`config.mk`:
```
export PLATFORM = sky130hd
export DESIGN_NAME = fir_out_i2s_tx_flat
export DESIGN_NICKNAME = d
export VERILOG_FILES = /design/src/rtl/fir_out_i2s_tx_if.sv /design/src/rtl/fir_out_i2s_tx.sv /design/src/flat_wrapper.sv
export SDC_FILE = /design/constraint.sdc
export NUM_CORES = 1
export LEC_CHECK = 0
export BUFFER_PORTS_ARGS = -buffer_cell sky130_fd_sc_hd__buf_2
export CAP_MARGIN = 20
export CORE_ASPECT_RATIO = 1.4
export CORE_MARGIN = 2
export CORE_UTILIZATION = 56
export DETAILED_ROUTE_END_ITERATION = 7
export GPL_TIMING_DRIVEN = 0
export PLACE_DENSITY = 0.76
export SLEW_MARGIN = 20
export SYNTH_ARGS = -nofsm -noshare
export SYNTH_HDL_FRONTEND = slang
export SYNTH_SLANG_ARGS = --single-unit
```
`constraint.sdc`:
```
create_clock -name clk -period 4.8 [get_ports clk]
set_clock_uncertainty 0.1 [all_clocks]
set_input_delay 0.48 -clock clk [delete_from_list [all_inputs] [get_ports clk]]
set_output_delay 0.48 -clock clk [all_outputs]
set_load 0.02 [all_outputs]
```
`src/rtl/fir_out_i2s_tx_if.sv`:
```
// Sample stream from the FIR filter into the I2S transmitter.
// The filter side drives master, the transmitter consumes through slave.
interface fir_out_i2s_tx_if #(
    parameter int IN_W = 32
) ();
    logic [IN_W-1:0] y_in;
    logic            y_valid;
    logic            y_ready;

    modport master (
        output y_in,
        output y_valid,
        input  y_ready
    );

    modport slave (
        input  y_in,
        input  y_valid,
        output y_ready
    );
endinterface

```
`src/rtl/fir_out_i2s_tx.sv`:
```
// Output transmitter for the audio low-pass path.
// Rounds/saturates 32-bit filter results to 16-bit PCM, buffers them in a
// small FIFO and sends each sample on both slots of a left-justified
// bclk/lrclk/sdata link. One FIFO entry is consumed per 32-slot frame.
module fir_out_i2s_tx #(
    parameter int IN_W       = 32,
    parameter int OUT_W      = 16,
    parameter int BCLK_DIV   = 4,
    parameter int FIFO_DEPTH = 4
) (
    input  logic                          clk,
    input  logic                          rst,
    fir_out_i2s_tx_if.slave               y,
    input  logic                          clr_flags,
    output logic                          bclk,
    output logic                          lrclk,
    output logic                          sdata,
    output logic [$clog2(FIFO_DEPTH):0]   fifo_level,
    output logic                          overflow,
    output logic                          underrun
);

    localparam int AW = $clog2(FIFO_DEPTH);
    localparam int DW = (BCLK_DIV > 1) ? $clog2(BCLK_DIV) : 1;
    localparam logic [OUT_W-1:0] PCM_MAX = {1'b0, {(OUT_W-1){1'b1}}};

    // Rounding: add bit just below the kept field; only the largest positive
    // value can carry into the sign, which shows up as r_sum[top:top-1]=01.
    logic [OUT_W-1:0] y_hi;
    logic             y_half;
    logic [OUT_W:0]   r_sum;
    logic [OUT_W-1:0] pcm;

    assign y_hi   = y.y_in[IN_W-1 -: OUT_W];
    assign y_half = y.y_in[IN_W-OUT_W-1];
    assign r_sum  = {y_hi[OUT_W-1], y_hi} + {{OUT_W{1'b0}}, y_half};
    assign pcm    = (r_sum[OUT_W:OUT_W-1] == 2'b01) ? PCM_MAX : r_sum[OUT_W-1:0];

    // FIFO storage and control
    logic [OUT_W-1:0] mem [FIFO_DEPTH];
    logic [AW-1:0]    wr_ptr;
    logic [AW-1:0]    rd_ptr;
    logic             full;
    logic             empty;
    logic             push;
    logic             pop;
    logic             drop;

    assign full      = (fifo_level == (AW+1)'(FIFO_DEPTH));
    assign empty     = (fifo_level == '0);
    assign y.y_ready = ~full;
    assign push      = y.y_valid & ~full;
    assign drop      = y.y_valid & full;

    // Bit clock and serializer state
    logic [DW-1:0]    div_cnt;
    logic [4:0]       slot;
    logic [4:0]       slot_next;
    logic [OUT_W-1:0] word;
    logic [OUT_W-1:0] word_load;
    logic [OUT_W-1:0] word_cur;
    logic             tc;
    logic             shift;
    logic             frame_start;

    assign tc          = (div_cnt == DW'(BCLK_DIV - 1));
    assign shift       = tc & bclk;
    assign slot_next   = slot + 5'd1;
    assign frame_start = shift & (slot == 5'd31);
    assign pop         = frame_start & ~empty;
    assign word_load   = empty ? '0 : mem[rd_ptr];
    // At a frame start the MSB must come from the freshly popped word.
    assign word_cur    = frame_start ? word_load : word;

    // Divide clk down to bclk; a falling toggle is the shift event.
    always_ff @(posedge clk or posedge rst) begin
        if (rst) begin
            div_cnt <= '0;
            bclk    <= 1'b0;
        end else if (tc) begin
            div_cnt <= '0;
            bclk    <= ~bclk;
        end else begin
            div_cnt <= div_cnt + DW'(1);
        end
    end

    // Advance slot and update lrclk/sdata on each shift event; 15-slot is ~slot.
    always_ff @(posedge clk or posedge rst) begin
        if (rst) begin
            slot  <= 5'd31;
            word  <= '0;
            lrclk <= 1'b0;
            sdata <= 1'b0;
        end else if (shift) begin
            slot  <= slot_next;
            word  <= word_cur;
            lrclk <= slot_next[4];
            sdata <= word_cur[~slot_next[3:0]];
        end
    end

    // FIFO data array; contents are don't-care once the pointers are reset.
    always_ff @(posedge clk) begin
        if (push) begin
            mem[wr_ptr] <= pcm;
        end
    end

    // FIFO pointers and occupancy; a push and a pop together leave the level.
    always_ff @(posedge clk or posedge rst) begin
        if (rst) begin
            wr_ptr     <= '0;
            rd_ptr     <= '0;
            fifo_level <= '0;
        end else begin
            if (push) begin
                wr_ptr <= wr_ptr + AW'(1);
            end
            if (pop) begin
                rd_ptr <= rd_ptr + AW'(1);
            end
            case ({push, pop})
                2'b10:   fifo_level <= fifo_level + (AW+1)'(1);
                2'b01:   fifo_level <= fifo_level - (AW+1)'(1);
                default: fifo_level <= fifo_level;
            endcase
        end
    end

    // Sticky flags; a set event outranks a same-cycle clear.
    always_ff @(posedge clk or posedge rst) begin
        if (rst) begin
            overflow <= 1'b0;
            underrun <= 1'b0;
        end else begin
            if (drop) begin
                overflow <= 1'b1;
            end else if (clr_flags) begin
                overflow <= 1'b0;
            end
            if (frame_start && empty) begin
                underrun <= 1'b1;
            end else if (clr_flags) begin
                underrun <= 1'b0;
            end
        end
    end

endmodule

```
`src/flat_wrapper.sv`:
```
// flat-port wrapper written by rule: the top's interface ports become plain ports
module fir_out_i2s_tx_flat 
#(
    parameter int IN_W       = 32,
    parameter int OUT_W      = 16,
    parameter int BCLK_DIV   = 4,
    parameter int FIFO_DEPTH = 4
)
  (clk, rst, clr_flags, bclk, lrclk, sdata, fifo_level, overflow, underrun, y_y_in, y_y_valid, y_y_ready);
  fir_out_i2s_tx_if #(.IN_W(IN_W)) y_i ();
  input  logic clk;
  input  logic rst;
  input  logic clr_flags;
  output logic bclk;
  output logic lrclk;
  output logic sdata;
  output logic [$clog2(FIFO_DEPTH):0] fifo_level;
  output logic overflow;
  output logic underrun;
  input wire logic [$bits(y_i.y_in)-1:0] y_y_in;
  input wire logic [$bits(y_i.y_valid)-1:0] y_y_valid;
  output wire logic [$bits(y_i.y_ready)-1:0] y_y_ready;
  assign y_i.y_in = y_y_in;
  assign y_i.y_valid = y_y_valid;
  assign y_y_ready = y_i.y_ready;
  fir_out_i2s_tx #(.IN_W(IN_W), .OUT_W(OUT_W), .BCLK_DIV(BCLK_DIV), .FIFO_DEPTH(FIFO_DEPTH)) u_core (.clk(clk), .rst(rst), .y(y_i), .clr_flags(clr_flags), .bclk(bclk), .lrclk(lrclk), .sdata(sdata), .fifo_level(fifo_level), .overflow(overflow), .underrun(underrun));
endmodule
```
-- Word-level counts from Yosys, hierarchy flattened
Memory sizes are Yosys's and may differ from the RTL's.
Index checks and enable logic that the tools add are counted.
- register bits after elaboration: 35
- latch bits: 0
- memory bits (writable): 64
- memory bits (read-only): 0
- input port bits: 36
- output and inout bits: 9
- word-level logic and storage cells: 52
- memories kept: 1
- memories (memory ; depth ; width ; read ports ; clocked after Yosys merged registers in ; write ports ; RTL line ; RTL):
    u_core.mem ; 4 ; 16 ; 1 ; 0 ; 1 ; fir_out_i2s_tx.sv:40 ; logic [OUT_W-1:0] mem [FIFO_DEPTH];
- add/subtract/negate cells: 7
- multiply operators: 0
- div/mod/pow operators: 0
- $lt $le $gt $ge: 1
- equal/unequal tests: 6
- shift-type cells: 0
- mux-type cells: 12
- bitwise logic cells: 9
- reductions and logical operators: 5
- operator list (operator ; number):
    16-bit two-way mux ; 3
    16-bit by 2-bit adder with 17-bit output ; 1
    2-bit by 1-bit adder with 2-bit output, second input constant ; 3
    1-bit two-way mux ; 6
    3-bit one-hot mux with 2 select lines ; 1
    2-bit nonzero test ; 3
    5-bit by 1-bit adder with 5-bit output, second input constant ; 1
    1-bit AND ; 5
    5-bit == test, second input constant ; 1
    4-bit by 5-bit less-than comparator with 1-bit output, second input constant ; 1
    1-bit binary-select mux with 4-bit select ; 1
    2-bit by 1-bit == test with 1-bit output, second input constant ; 2
    2-bit == test, second input constant ; 2
    4-bit inverter ; 1
    3-bit by 1-bit adder with 3-bit output, second input constant ; 1
    3-bit == test, second input constant ; 1
    3-bit logical NOT ; 1
    1-bit inverter ; 3
    3-bit by 1-bit subtractor with 3-bit output, second input constant ; 1
    2-bit two-way mux ; 1
    1-bit logical AND ; 1

-- Depth between registers and ports, before layout
Gate-level depths: netlist of the first run.
- depth after elaboration: 6
- gate-level depth with buffers: 14
- depth with buffers taken out: 12

-- Worst setup path before layout of the first run
Ideal clock, no wire load.
- path type: register to register
- from: register u_core.slot[1]
- to: register u_core.fifo_level[2]
- setup time: 80 ps
- arrival time: 2543 ps
- required time: 4620 ps
- slack: 2078 ps
- cell stages (with the launch flop): 15
- path buffers: 2
- clock period less this slack: 2722 ps
- cells stage by stage: dfstp_2 ha_1 and3_1 ha_1 and3_1 buf_2 nand2_8 inv_4 buf_6 ha_1 inv_1 fa_1 xor2_1 nor2_1 xor2_1
- word-level cells in the longest chain between the ends: 5
- elaborated cells on any way between the ends: 7
- those cells by class: eq/ne: 3; mux: 1; bitwise: 2; reduce/logical: 1
- RTL lines (what ; RTL line ; RTL):
    start, declared ; fir_out_i2s_tx.sv:57 ; logic [4:0] slot;
    start signal, assigned ; fir_out_i2s_tx.sv:96 ; slot <= slot_next;
    5-bit == test (*) ; fir_out_i2s_tx.sv:69 ; assign frame_start = shift & (slot == 5'd31);
    1-bit AND (*) ; fir_out_i2s_tx.sv:69 ;
    1-bit AND (*) ; fir_out_i2s_tx.sv:70 ; assign pop = frame_start & ~empty;
    net u_core.pop ; fir_out_i2s_tx.sv:46 ; logic pop;
    2-bit by 1-bit == test with 1-bit output or 2-bit == test (tied branches) ; fir_out_i2s_tx.sv:123 ; case ({push, pop})
    3-bit one-hot mux with 2 select lines or 2-bit nonzero test (tied branches) ; n/a ;
    end signal, assigned ; fir_out_i2s_tx.sv:124 ; 2'b10: fifo_level <= fifo_level + (AW+1)'(1);
    end signal, assigned ; fir_out_i2s_tx.sv:125 ; 2'b01: fifo_level <= fifo_level - (AW+1)'(1);
    end signal, assigned ; fir_out_i2s_tx.sv:126 ; default: fifo_level <= fifo_level;
    end, declared ; fir_out_i2s_tx.sv:18 ; output logic [$clog2(FIFO_DEPTH):0] fifo_level,
Mark *: on every way through the listed nets, which the timed path passes. The rest lies on a longest branch.
A chain may end at the register's enable or synchronous reset.

-- Worst setup path after layout of the first run
Ends and elaborated chain as after synthesis.

==> results of run 1 <==
==> where the power goes <==
part / internal (mW) / switching (mW) / leakage [nW]
logic: 0.104 / 0.188 / 0.802
clock network: 0.220 / 0.282 / 0.0892
registers: 1.06 / 0.0484 / 1.04
total: 1.38 / 0.519 / 1.93
==> kinds of logic (layout without fill, tap and decap cells) <==
kind of cell | after synthesis | after routing | share of synthesized area, %
adders and majority gates | 11 | 11 | 3.35
buffers and inverters | 22 | 67 | 2.57
AOI/OAI and AO/OA | 33 | 33 | 5.83
muxes | 20 | 20 | 9.01
DFF | 99 | 99 | 64.7
and+or+nand+nor | 85 | 85 | 9.70
xor gates and xnor gates | 24 | 24 | 4.85
==> cell usage after synthesis (all sizes together) (2+ instances only) <==
| library cell | count | area (um^2) |
|---|---|---|
| mux4 | 15 | 338 |
| clkbuf | 3 | 11.3 |
| o2111ai | 3 | 26.3 |
| o22ai | 2 | 12.5 |
| mux2 | 2 | 22.5 |
| nand2 | 33 | 140 |
| xor2 | 13 | 114 |
| nor2 | 11 | 41.3 |
| and2 | 2 | 12.5 |
| inv | 10 | 40.0 |
| nand2b | 3 | 18.8 |
| a22o | 9 | 78.8 |
| ha | 10 | 125 |
| and3 | 13 | 81.3 |
| o21ai | 5 | 25.0 |
| xnor2 | 11 | 96.3 |
| a31oi | 2 | 12.5 |
| mux2i | 3 | 30.0 |
| dfstp | 5 | 131 |
| edfxtp | 64 | 1920 |
| a21o | 2 | 15.0 |
| nand3 | 15 | 75.1 |
| buf | 9 | 60.1 |
| nand4 | 4 | 25.0 |
| dfrtp | 30 | 751 |
==> layer usage <==
metal / vias to the layer above / global-route usage (%)
met4: 0 / 10.4
met3: 13 / 3.59
met5: - / 0
met1: 1252 / 24.8
li1: 1186 / -
met2: 50 / 35.1
==> worst max-delay path: stages (launching register included) <==
cell     delay, ns
dfstp_2       0.55
ha_1          0.24
and3_1        0.19
ha_1          0.16
and3_1        0.14
buf_2         0.22
nand2_8       0.09
inv_4         0.07
buf_6         0.13
ha_1          0.19
inv_1         0.06
fa_1          0.37
xor2_1        0.15
nor2_1        0.11
xor2_1        0.16
==> cell type report <==
type                       count  share of cell area (%)
buffer                        12                    1.49
clock buffer                  12                    3.24
clock inverter                 4                   0.679
inverter                      10                   0.836
multi-input combinational    173                    29.6
sequential                    99                    58.5
tap                          100                    2.61
timing repair buffer          29                    3.03
==> registers in the layout (all words and copies together) (netlist names) <==
name,cells
u_core.lrclk,1
u_core.overflow,1
u_core.slot,5
u_core.bclk,1
u_core.div_cnt,2
u_core.fifo_level,3
u_core.underrun,1
u_core.wr_ptr,2
u_core.sdata,1
u_core.rd_ptr,2
u_core.mem,64
u_core.word,16
==> stage by stage <==
stage	cells	total power, mW
after floorplan	294	1.32
after global placement	423	1.40
after detailed placement	423	1.43
after CTS	439	1.92
after global routing	439	1.99
final	439	1.90
==> worst max path at each step <==
| stage | depth (start not counted) | endpoint |
|---|---|---|
| floorplan | 14 | u_core.fifo_level[2] |
| global placement | 9 | u_core.mem[1][6] |
| detailed placement | 9 | u_core.mem[3][6] |
| CTS | 14 | u_core.fifo_level[2] |
| global route | 14 | u_core.fifo_level[2] |
| finish | 14 | u_core.fifo_level[2] |
==> impl_metrics.csv, run 1 <==
group,metric,value,unit
place,dp_slack,1.77,ns
cells_and_area,fill_cells,596,
clock_tree,cts_sinks,99,
global_routing,grt_pass1_vias,2585,
die,die_h,108,um
cells_and_area,areaGrowthSynthToFinish,10.6,%
critical_path,worst_ep_required_time,4.99,ns
sta,fmax,0.331,GHz
clock_tree,clk_pin_slew,0.09,ns
sta,max_slew_margin,45.3,%
routing,dr_wl_met3,191,um
clock_tree,cts_tree,"yes",
sta,final_hold_viol_count,0,
sta,min_period,3.02,ns
routing,highest_layer,"met4",
sta,fin_crit_sh,62.9,%
sta,tightest_slew,0.820,ns
die,ios,45,
synth,syn_area,4330,um^2
routing,vias_per_cell,5.70,
worst_hold_path,hp-class,"in2async",
sta,drv_slew,0,
routing,wl_met2,4060,um
synth,synthDistinctLibCells,44,
power,peakVddDrop,252,uV
global_routing,grt_first_pass_wirelength,12800,um
place,post-dp-hpwl,5340,um
critical_path,cp_max_fo,10,
cells_and_area,multi_input_area,1420,um^2
job,max_cap_viol_count,0,
clock_tree,worstSkewPairLatency,0.36,ns
critical_path,worstReg2RegStart,"u_core.slot[1]",
power,pwr_density_cell,397,nW/um^2
critical_path,criticalPathCategory,"reg2reg",
synth,synth_ff_type,"edfxtp_1",
die,core_area,7610,um^2
global_routing,grt-ovfl-total,0,
critical_path,critical_path_arrival,3.21,ns
synth,synth_edf_count,64,
routing,num_vias,2501,
clock_tree,htreeDepth,3,
clock_tree,numCtsBuffers,9,
clock_tree,cts_root_buffer,"clkbuf_8",
cells_and_area,seq_area,2800,um^2
synth,ys_ff_latch,99,
outcome,status,"completed",
critical_path,end_kind,"flip-flop",
clock_tree,hold_buffers,0,
routing,drtPass1Iterations,4,
die,rows,38,
critical_path,r2r-end,"u_core.fifo_level[2]",
cells_and_area,layout.nets,381,
place,port_buffers,29,
cells_and_area,layout_common_cells,"edfxtp_1, buf_2, nand2_1",
cells_and_area,insertedDiodeCount,0,
cells_and_area,layout-drive-gt1-share,23.0,%
synth,synth_cells,294,
sta,rsz0062_at_grt,"no",
place,place.gp.congestion,0.863,
critical_path,reg2regPathDepth,14,
global_routing,track_usage,20.4,%
synth,yosysSeqAreaShare,64.7,%
clock_tree,cts_resized,0,
global_routing,antenna_found_initial,0,
critical_path,cp-startpoint,"u_core.slot[1]",
routing,wl_met1,3110,um
routing,drc,0,
synth,synthArstFlopShare,35.4,%
routing,wl,7540,um
routing,drt_iter0_drc,211,
routing,avgRoutedWirePerCell,17.2,um
clock_tree,clockBufferDepth,2,
sta,setup_violations,0,
die,fp.dieW,78.4,um
sta,fin_tns_setup,0,ns
global_routing,grt_max_degree,36,
synth,synth_warnings,0,
clock_tree,postCtsSetupBuffers,0,
cells_and_area,final_util,63.0,%
critical_path,worstSetupStartpointType,"flip-flop",
place,postPlaceCellArea,4600,um^2
sta,hold_ws,0.119,ns
sta,setup_slack,1.78,ns
die,start_util,57.0,%
synth,syn-num-nets,341,
critical_path,r2r_setup_slack,1.78,ns
cells_and_area,final_common_cell,"edfxtp_1",
power,power_leakage,1.93,nW
cells_and_area,final_cell_area,4790,um^2
synth,avgSynthCellArea,14.7,um^2
routing,ant_nets,0,
die,dieArea,8470,um^2
No activity file was read; power rests on OpenSTA's default activity.
==> run 2, diff against run 1 <==
--- a/config.mk
+++ b/config.mk
@@ -9,7 +9,7 @@
 export CAP_MARGIN = 20
 export CORE_ASPECT_RATIO = 1.4
 export CORE_MARGIN = 2
-export CORE_UTILIZATION = 56
+export CORE_UTILIZATION = 53
 export DETAILED_ROUTE_END_ITERATION = 7
 export GPL_TIMING_DRIVEN = 0
 export PLACE_DENSITY = 0.76
==> constraint.sdc (replaced) <==
create_clock -name clk -period 2.5 [get_ports clk]
set_clock_uncertainty 0.1 [all_clocks]
set_input_delay 0.25 -clock clk [delete_from_list [all_inputs] [get_ports clk]]
set_output_delay 0.25 -clock clk [all_outputs]
set_load 0.02 [all_outputs]
==> impl_metrics.csv, run 2 (synthesized netlist as in run 1, its figures left out) <==
group,metric,value,unit
global_routing,grt_util_met2,30.4,%
power,pwr_density_cell,762,nW/um^2
place,dp_cells,425,
worst_hold_path,min_delay_path_depth,3,
critical_path,r2r_setup_slack,-0.10,ns
place,port_buffers,29,
cells_and_area,layout.nets,393,
cells_and_area,largest_register,"u_core.mem",
place,post-dp-hpwl,5270,um
routing,wl,7970,um
critical_path,cp_max_fo,4,
sta,setup_slack,-0.104,ns
critical_path,reg2regPathDepth,13,
power,peakVddDrop,718,uV
global_routing,grt_pass1_vias,2613,
routing,num_vias,2586,
cells_and_area,areaGrowthSynthToFinish,18.3,%
critical_path,r2r-end,"u_core.sdata",
routing,ant_nets,0,
sta,hold_ws,0.0756,ns
power,p_sw_share,25.6,%
global_routing,grt-ovfl-total,0,
worst_hold_path,hold_end,"u_core.underrun",
global_routing,busiest_layer,"met2",
cells_and_area,top_regs,"u_core.mem: 64 flops, u_core.word: 16 flops, u_core.slot: 5 flops",
global_routing,antenna_found_initial,0,
cells_and_area,layout-drive-gt1-share,30.1,%
critical_path,end_kind,"flip-flop",
routing,drtPass1Iterations,4,
sta,drv_slew,0,
global_routing,grt_util_met3,4.23,%
die,die_h,111,um
clock_tree,htreeDepth,3,
routing,avgRoutedWirePerCell,17.7,um
clock_tree,cts_root_buffer,"clkbuf_16",
outcome,failed_checks,"setup timing",
sta,fmax,0.384,GHz
power,clock_power_share,31.1,%
cells_and_area,final_cell_count_no_fill,451,
cells_and_area,insertedDiodeCount,0,
power,power_frac_comb,14.4,%
cells_and_area,layout_common_cells,"edfxtp_1, buf_2, nand2_1",
critical_path,critical_path_arrival,2.73,ns
clock_tree,worstSkewPairLatency,0.34,ns
critical_path,slowest_delay,0.39,ns
sta,fin_crit_sh,104,%
clock_tree,numCtsBuffers,9,
cells_and_area,largest_reg_flops,64,
sta,rsz0062_at_grt,"yes",
global_routing,grt_first_pass_wirelength,12700,um
power,p_int,2.90,mW
die,ios,45,
die,dieArea,8930,um^2
sta,min_period,2.60,ns
power,p_seq_share,54.5,%
clock_tree,clk_pin_slew,0.06,ns
critical_path,criticalPathCategory,"reg2reg",
cells_and_area,fill_cells,599,
global_routing,use_met1,24.9,%
sta,setup_violations,2,
critical_path,critPathSlowestCell,"dfstp_2",
critical_path,worstSetupStartpointType,"flip-flop",
routing,drc,0,
place,place.gp.congestion,0.804,
die,fp.dieW,80.4,um
cells_and_area,final_common_cell,"edfxtp_1",
die,start_util,53.8,%
power,p_switching,1.00,mW
critical_path,path_cells,"ha_4 -> and3_4 -> ha_4 -> and3_4 -> nand2_8 -> clkinv_4 -> buf_8 -> buf_4 -> buf_6 -> a22o_4 -> o31ai_4 -> a2111oi_4 -> a221o_1",
clock_tree,cts_tree,"yes",
routing,drt_iter0_drc,121,
global_routing,grt_max_degree,36,
outcome,status,"complete, but fails checks",
clock_tree,clockBufferDepth,2,
global_routing,track_usage,19.5,%
worst_hold_path,worstHoldStart,"clr_flags",
sta,final_hold_viol_count,0,
worst_hold_path,hp-class,"in2reg",
critical_path,worst_ep_required_time,2.63,ns
die,core_area,8050,um^2
job,max_cap_viol_count,0,
clock_tree,cts_sinks,99,
sta,tightest_slew,0.829,ns
power,power_leakage,2.05,nW
routing,vias_per_cell,5.73,
critical_path,worstReg2RegStart,"u_core.slot[0]",
die,rows,39,
cells_and_area,final_util,63.7,%
sta,max_slew_margin,44.7,%
-- run 2: cell count changes in the layout (fill, tap and decap cells not counted), moves of 3 or more --
cell	delta
buf_4	+12
clkbuf_8	-11
clkbuf_16	+9
clkbuf_1	-3
ha_1	-3
ha_4	+3
-- run 2: layout make-up --
cell class	count	area (um^2)	share of cell area (%)
Sequential cell	99	2800	54.7
Multi-Input combinational cell	173	1560	30.5
Timing Repair Buffer	42	249	4.86
Clock buffer	9	225	4.39
Tap cell	102	128	2.49
Buffer	11	81.3	1.59
Inverter	10	42.5	0.830
Clock inverter	5	32.5	0.635
-- run 2: how the worst max path moves through the flow --
stage	start	to	slack, ns	cells past startpoint
2_1_floorplan	u_core.slot[1]	u_core.fifo_level[2]	-0.05	14
6_report	u_core.slot[0]	u_core.sdata	-0.10	13
3_3_place_gp	u_core.slot[1]	u_core.sdata	-0.29	12
3_5_place_dp	y_y_in[15]	u_core.mem[0][6]	-0.32	9
5_1_grt	u_core.slot[0]	u_core.fifo_level[2]	-0.17	13
4_1_cts	u_core.slot[0]	u_core.fifo_level[2]	-0.07	13
-- run 2: timing repair --
item | in CTS | in global routing
buffers inserted | 8 | 4
hold buffers | 1 | 0
endpoints found under the setup margin | 3 | 42
gates resized for setup | 10 | 21
endpoints found under the hold margin | 30 | 0
pin swaps | 3 | 8
-- run 2: metal layers --
metal	vias to the layer above	share of wire (%)	routed length (um)
met4	0	2.3	181
met2	63	54	4310
met1	1303	40	3210
met3	14	3.4	270
met5	-	0	0
li1	1206	-	-
-- run 2: power groups by stage --
stage	logic [mW]	registers [mW]	clock network, mW
floorplan	0.361	2.17	0
global placement	0.557	2.15	0
detailed placement	0.577	2.16	0
CTS	0.580	2.13	1.24
global route	0.625	2.15	1.31
finish	0.564	2.13	1.21
-- run 2: metrics by stage --
step | setup TNS, ns | cell area [um^2] | setup WS [ns] | total power, mW
floorplan | -0.0519 | 4370 | -0.0519 | 2.53
global placement | -9.60 | 4640 | -0.290 | 2.70
detailed placement | -11.91 | 4640 | -0.315 | 2.74
CTS | -0.0685 | 4990 | -0.0685 | 3.95
global route | -0.334 | 5130 | -0.171 | 4.09
finish | -0.163 | 5130 | -0.104 | 3.90
-- run 2: worst max-delay path, delay by kind of cell (launching register included) --
family                     cells  cell delay (ns)
AOI/OAI and AO/OA              4             0.82
and+or+nand+nor                3             0.43
buffers and inverters          4             0.43
DFF                            1             0.39
adders and majority gates      2             0.32
